===== config.mk =====
export PLATFORM = sky130hd
export DESIGN_NAME = part_2_vec_capture
export DESIGN_NICKNAME = d
export VERILOG_FILES = /design/src/rtl/part_2_pkg.sv /design/src/rtl/part_2_vec_fifo.sv /design/src/rtl/part_2_vec_capture.sv
export SDC_FILE = /design/constraint.sdc
export NUM_CORES = 1
export LEC_CHECK = 0
export CORE_MARGIN = 4
export CORE_UTILIZATION = 39
export DETAILED_ROUTE_END_ITERATION = 10
export GPL_TIMING_DRIVEN = 0
export PLACE_DENSITY = 0.56
export SLEW_MARGIN = 20
export SYNTH_ARGS = -nofsm -noshare
export SYNTH_HDL_FRONTEND = slang
export SYNTH_SLANG_ARGS = --single-unit

===== constraint.sdc =====
create_clock -name clk_i -period 5.5 [get_ports clk_i]
set_input_delay 0.55 -clock clk_i [delete_from_list [all_inputs] [get_ports clk_i]]
set_output_delay 0.55 -clock clk_i [all_outputs]
set_load 0.01 [all_outputs]

===== src/rtl/part_2_pkg.sv =====
// Shared types for the partition-2 capture path: the exported vector and its sequence tag.
package part_2_pkg;

  localparam int VEC_W = 9;
  localparam int SEQ_W = 8;

  typedef struct packed {
    logic       wen;
    logic [7:0] data;
  } part_2_vec_t;

  typedef logic [7:0] part_2_seq_t;

endpackage


===== src/rtl/part_2_vec_fifo.sv =====
// Generic first-word-fall-through FIFO; pointers carry an extra wrap bit so full and empty
// are distinguished without a separate counter register.
module part_2_vec_fifo #(
  parameter int WIDTH = 17,
  parameter int DEPTH = 8
) (
  input  logic                     clk,
  input  logic                     rst,
  input  logic                     push,
  input  logic                     pop,
  input  logic [WIDTH-1:0]         din,
  output logic [WIDTH-1:0]         dout,
  output logic                     full,
  output logic                     empty,
  output logic [$clog2(DEPTH):0]   count
);

  localparam int AW = $clog2(DEPTH);

  logic [AW:0]      wr_ptr;
  logic [AW:0]      rd_ptr;
  logic [WIDTH-1:0] mem [DEPTH];
  logic             do_push;
  logic             do_pop;

  assign count   = wr_ptr - rd_ptr;
  assign empty   = (wr_ptr == rd_ptr);
  assign full    = (wr_ptr[AW-1:0] == rd_ptr[AW-1:0]) && (wr_ptr[AW] != rd_ptr[AW]);
  assign do_pop  = pop & ~empty;
  // A push into a full FIFO is still accepted when the head leaves at the same edge.
  assign do_push = push & (~full | do_pop);

  always_ff @(posedge clk or posedge rst) begin
    if (rst) begin
      wr_ptr <= '0;
      rd_ptr <= '0;
    end else begin
      if (do_push) wr_ptr <= wr_ptr + 1'b1;
      if (do_pop)  rd_ptr <= rd_ptr + 1'b1;
    end
  end

  always_ff @(posedge clk) begin
    if (do_push) mem[wr_ptr[AW-1:0]] <= din;
  end

  // Masking the head while empty keeps the outputs at zero after reset without clearing storage.
  assign dout = empty ? '0 : mem[rd_ptr[AW-1:0]];

endmodule


===== src/rtl/part_2_vec_capture.sv =====
// Captures {wen, data} on each mission-clock rising edge seen in the utility domain, tags it
// with a wrapping sequence number and queues it for the initiator, stalling the mission clock early.
module part_2_vec_capture
  import part_2_pkg::*;
#(
  parameter int DEPTH    = 8,
  parameter int AF_LEVEL = DEPTH - 2
) (
  input  logic                       clk_i,
  input  logic                       rst_i,
  input  logic                       clk_mission_h,
  input  logic                       run_en_i,
  input  logic                       wen_i,
  input  logic [7:0]                 i_data_i,
  output logic                       vec_valid_o,
  output logic [VEC_W-1:0]           vec_data_o,
  output logic [SEQ_W-1:0]           vec_seq_o,
  input  logic                       vec_ready_i,
  output logic [$clog2(DEPTH):0]     count_o,
  output logic                       freeze_clk_o,
  output logic                       ovf_o
);

  localparam int CW = $clog2(DEPTH) + 1;
  localparam int FW = VEC_W + SEQ_W;

  logic          clk_d;
  logic          rise;
  logic          pop;
  logic          push_ok;
  logic          full;
  logic          empty;
  part_2_seq_t   seq_cnt;
  part_2_vec_t   vec_in;
  logic [FW-1:0] fifo_din;
  logic [FW-1:0] fifo_dout;
  logic [CW-1:0] next_count;

  assign rise     = clk_mission_h & ~clk_d & run_en_i;
  assign pop      = vec_valid_o & vec_ready_i;
  assign push_ok  = rise & (~full | pop);
  assign vec_in   = '{wen: wen_i, data: i_data_i};
  assign fifo_din = {seq_cnt, vec_in};

  assign vec_valid_o = ~empty;
  assign vec_data_o  = fifo_dout[VEC_W-1:0];
  assign vec_seq_o   = fifo_dout[FW-1:VEC_W];

  assign next_count = count_o + CW'(push_ok) - CW'(pop);

  part_2_vec_fifo #(
    .WIDTH (FW),
    .DEPTH (DEPTH)
  ) u_fifo (
    .clk   (clk_i),
    .rst   (rst_i),
    .push  (push_ok),
    .pop   (pop),
    .din   (fifo_din),
    .dout  (fifo_dout),
    .full  (full),
    .empty (empty),
    .count (count_o)
  );

  // clk_d resets high so a mission clock already high at reset release is not taken as an edge.
  always_ff @(posedge clk_i or posedge rst_i) begin
    if (rst_i) begin
      clk_d        <= 1'b1;
      seq_cnt      <= '0;
      ovf_o        <= 1'b0;
      freeze_clk_o <= 1'b0;
    end else begin
      clk_d        <= clk_mission_h;
      freeze_clk_o <= (next_count >= CW'(AF_LEVEL));
      if (push_ok) seq_cnt <= seq_cnt + 1'b1;
      if (rise && !push_ok) ovf_o <= 1'b1;
    end
  end

endmodule


==> Implementation_results.wiki, run 1 <==
{| class="wikitable"
! Metric !! Value
|-
| Status || finished clean
|-
| Tot GR Track Use || ~15%
|-
| Vias per cell || around 5
|-
| Number of ports placed on the die boundary || 38
|-
| Cells after synthesis || 351
|-
| Minimum setup slack after placement || approximately 0.96 ns
|-
| Number of vias in the routed layout || approximately 3,300
|-
| Worst slew pin tran || a little under 0.9 ns
|-
| Wire length of the first global-routing pass || approximately 20 mm
|-
| Clock slew seen by the registers of the worst setup and hold paths || 0.06 ns
|-
| Launching element type of the critical path || flip-flop
|-
| Nets || 450
|-
| R2r worst-path depth || 17
|-
| Adder and majority cell fraction of the synthesized area || roughly 2.6%
|-
| Sequential power share || 33.9%
|-
| Distinct cell type count after synthesis || 37
|-
| Parity-gate share of the synthesized area counting xor and xnor cells || under 10%
|-
| Core box area || between 0.015 and 0.02 sq mm
|-
| Worst slew margin relative to its limit || between 40% and 50%
|-
| Critical Path RT || approximately 5 ns
|-
| Summed negative setup slack over all endpoints || 0 ns
|-
| Fraction of layout instances using a drive strength above 1 || between 20% and 30%
|-
| Fraction of power consumed by the clock network || about 28%
|-
| Root buf cell || clkbuf_16
|-
| Number of buffers inserted during clock tree synthesis || 17
|-
| Min-Delay Path Depth || 1
|-
| Number of gates resized after CTS || 0
|-
| Syn. warnings || 0
|-
| Register area share after synthesis || slightly above 70%
|-
| RSZ-0062 raised after global routing || false
|-
| Diodes inserted || 0
|-
| Buffers added on ports || 37
|-
| Static Leak || between 2 and 3 nW
|-
| Fraction of power consumed by combinational cells || about two fifths
|-
| Reported net switching power || 1.41 mW
|-
| Total nets after synthesis || roughly 380
|-
| Proportion of synthesized area in mux cells || between 10% and 20%
|-
| Critical path type || reg -> out
|-
| Pre-antenna DRT Iters || 5
|-
| Number of pins with negative max-slew slack in the final report || 0
|-
| Worst clock skew || 0.00705 ns
|-
| Synth Area in Compound Gates || 2.46%
|-
| Power per standard cell area || 579 mW/mm^2
|-
| TritonCTS clock tree || done
|-
| Global-route congestion overflow total || 0
|-
| Crit. Startpoint || u_fifo.rd_ptr[1]
|-
| Number of global-route vias before repair || between 3,000 and 4,000
|-
| Fraction of power spent switching nets || a little under a third
|-
| Count of hold buffers inserted by post-cts repair || 0
|-
| Antenna Nets Post-Route || 0
|-
| Number of levels in the clock H-tree || 4
|-
| Largest net degree at the start of global routing || 20
|-
| Largest driver fanout on the critical path || 10
|-
| Mean area per synthesized cell || roughly 18 sq um
|-
| Critical path endpoint || vec_seq_o[5]
|-
| Chip width || about 140 um
|-
| Critical R2R Launch || u_fifo.rd_ptr[1]
|-
| Die Y-Extent || around 140 um
|-
| Upper clock frequency limit || 204 MHz
|-
| Placed Cells incl. Taps || slightly above 600
|-
| Yosys reg bits || approximately 160
|-
| Cell Count, Final, Fillers Out || around 650
|-
| CTS Buffer Depth || 2
|-
| DRC violations left || 0
|-
| Netlist area before placement || around 0.0063 sq mm
|-
| Routability cong. || between 0.7 and 0.8
|-
| Initial antenna violation count || 0
|-
| Worst endpoint data arrival time || roughly 4.4 ns
|-
| Worst Setup End Kind || primary output
|-
| Area added between synthesis and finish || 22.6%
|-
| Final hold violation count || 0
|-
| Clock period minus final worst setup slack || 4.90 ns
|-
| Row Count || 46
|-
| Final critical-path share of the clock period || 89.1%
|-
| Slack of the worst reg-to-reg path || ~1.4 ns
|-
| Detailed-placement wirelength estimate || 8.78 mm
|-
| Starting Density || between 30% and 40%
|-
| Total setup violations reported at the end of the flow || 0
|-
| Clock insertion delay at the later pin of the skew report || between 0.4 and 0.5 ns
|-
| Initial DRC count || 222
|-
| Main combinational cell family by area after synthesis || multiplexers
|-
| Maximum vdd ir drop || approximately 0.24 mV
|-
| Area of the die || between 0.015 and 0.02 sq mm
|-
| Max-Cap Viols || 0
|-
| Internal Pwr Total || between 3 and 4 mW
|-
| PnR worst setup slack || 0.599 ns
|-
| Post-CTS Setup Repair Bufs || 0
|-
| Class of the most critical hold timing path || reg -> reg
|-
| Average detailed-routed wire length per instance || 20.3 um
|-
| Simple-gate share of the synthesized area || under 10%
|-
| Post-route worst hold slack || ~0.45 ns
|-
| Endpoint of the lowest-slack register-to-register path || freeze_clk_o
|-
| Sinks on Clock Net || approximately 160
|-
| WL final || between 10 and 15 mm
|}
-- power groups by stage --
stage	registers [mW]	clock network, mW	logic, mW
after floorplan	1.51	0	1.07
after global placement	1.53	0	1.70
after detailed placement	1.54	0	1.74
after CTS	1.52	1.27	1.75
after global routing	1.53	1.32	1.87
final	1.52	1.25	1.71
-- area by class of cell --
cell class                      count  area, sq um
Timing Repair Buffer               54          484
Buffer                             15         85.1
Inverter                           14         52.6
Clock inverter                     13          199
Fill cell                        1387         8160
Sequential cell                   155         4560
Multi-Input combinational cell    167         1640
Clock buffer                       19          433
Tap cell                          216          270
-- worst max-delay path, cell delays in order (launching register included) --
cell and delay [ns]:
dfrtp_1 0.34, buf_2 0.27, buf_1 0.54, inv_1 0.20, ha_1 0.34, nand3_1 0.15, nor2_1 0.72, clkbuf_1 0.63
a21oi_1 0.19, clkdlybuf4s50_1 0.54
-- worst min-delay path by stage --
stage / slack [ns] / end / startpoint
global route: 0.49 / ovf_o / ovf_o
detailed placement: 0.44 / ovf_o / ovf_o
floorplan: 0.49 / ovf_o / ovf_o
global placement: 0.44 / ovf_o / ovf_o
finish: 0.45 / ovf_o / ovf_o
CTS: 0.46 / ovf_o / ovf_o
-- logic make-up after synthesis --
kind of cell | count (synthesis)
AOI/OAI and AO/OA | 27
xor gates and xnor gates | 17
adders and majority gates | 12
buffers and inverters | 29
DFF | 155
muxes | 34
and+or+nand+nor | 77
-- per-layer routing --
metal  track usage [%]  wire [um]
met3              4.62        595
met4              5.21        133
met2              24.2       6380
met5                 0          0
met1              20.9       6130
-- Yosys cell counts --
cell type / instances / share of area (%)
a211oi_1: 1 / 0.12
a21o_1: 2 / 0.24
a21oi_1: 19 / 1.5
and2_2: 1 / 0.12
and3_1: 2 / 0.20
and3b_1: 2 / 0.28
and4_1: 1 / 0.14
buf_1: 2 / 0.12
buf_2: 2 / 0.16
buf_4: 3 / 0.36
buf_6: 2 / 0.36
clkbuf_1: 6 / 0.36
clkinv_1: 1 / 0.060
dfrtp_1: 18 / 7.1
dfstp_2: 1 / 0.42
edfxtp_1: 136 / 65
fa_1: 2 / 0.64
ha_1: 10 / 2.0
inv_1: 12 / 0.71
inv_2: 1 / 0.060
mux4_2: 34 / 12
nand2_1: 46 / 2.7
nand3_1: 6 / 0.48
nand4_1: 3 / 0.30
nor2_1: 4 / 0.24
nor2_4: 1 / 0.18
nor3_1: 5 / 0.40
nor3b_1: 1 / 0.12
nor4_1: 2 / 0.20
nor4b_1: 1 / 0.14
o211ai_2: 1 / 0.20
o21ai_0: 3 / 0.24
o31a_2: 1 / 0.16
or3_4: 1 / 0.18
or3b_1: 1 / 0.14
xnor2_1: 10 / 1.4
xor2_1: 7 / 0.97
-- state kept, by name (all words and copies together), names as in the netlist --
register       cells
ovf_o              1
seq_cnt            8
u_fifo.rd_ptr      4
u_fifo.wr_ptr      4
u_fifo.mem       136
clk_d              1
freeze_clk_o       1
-- metrics by stage --
step | power (mW) | util (%) | cell area (sq um)
2_1_floorplan | 2.58 | - | 6300
3_3_place_gp | 3.23 | 43.7 | 6940
3_5_place_dp | 3.28 | 44.7 | 7090
4_1_cts | 4.54 | 48.6 | 7730
5_1_grt | 4.73 | 48.6 | 7730
6_report | 4.48 | 48.6 | 7730
-- cells in the final DEF, fill, tap and decap left out, drive strengths merged, types with 2 or more instances in the layout --
master	count
clkinv	5
clkdlybuf4s50	37
mux4	34
nand3	6
clkbuf	25
and3b	2
a21oi	19
xnor2	10
nor2	5
edfxtp	136
and3	2
dfrtp	18
nand4	3
a21o	2
nand2	46
clkinvlp	4
xor2	7
nor4	2
o21ai	3
bufinv	5
ha	10
buf	26
fa	2
inv	13
nor3	5
No activity file was read; power rests on OpenSTA's default activity.
==> run 2, diff against run 1 <==
--- a/config.mk
+++ b/config.mk
@@ -10,6 +10,7 @@
 export DETAILED_ROUTE_END_ITERATION = 10
 export GPL_TIMING_DRIVEN = 0
 export PLACE_DENSITY = 0.56
+export SKIP_CTS_REPAIR_TIMING = 1
 export SLEW_MARGIN = 20
 export SYNTH_ARGS = -nofsm -noshare
 export SYNTH_HDL_FRONTEND = slang
==> results of run 2 <==
Same layout as run 1: the final DEF is identical, and so are final timing and power.
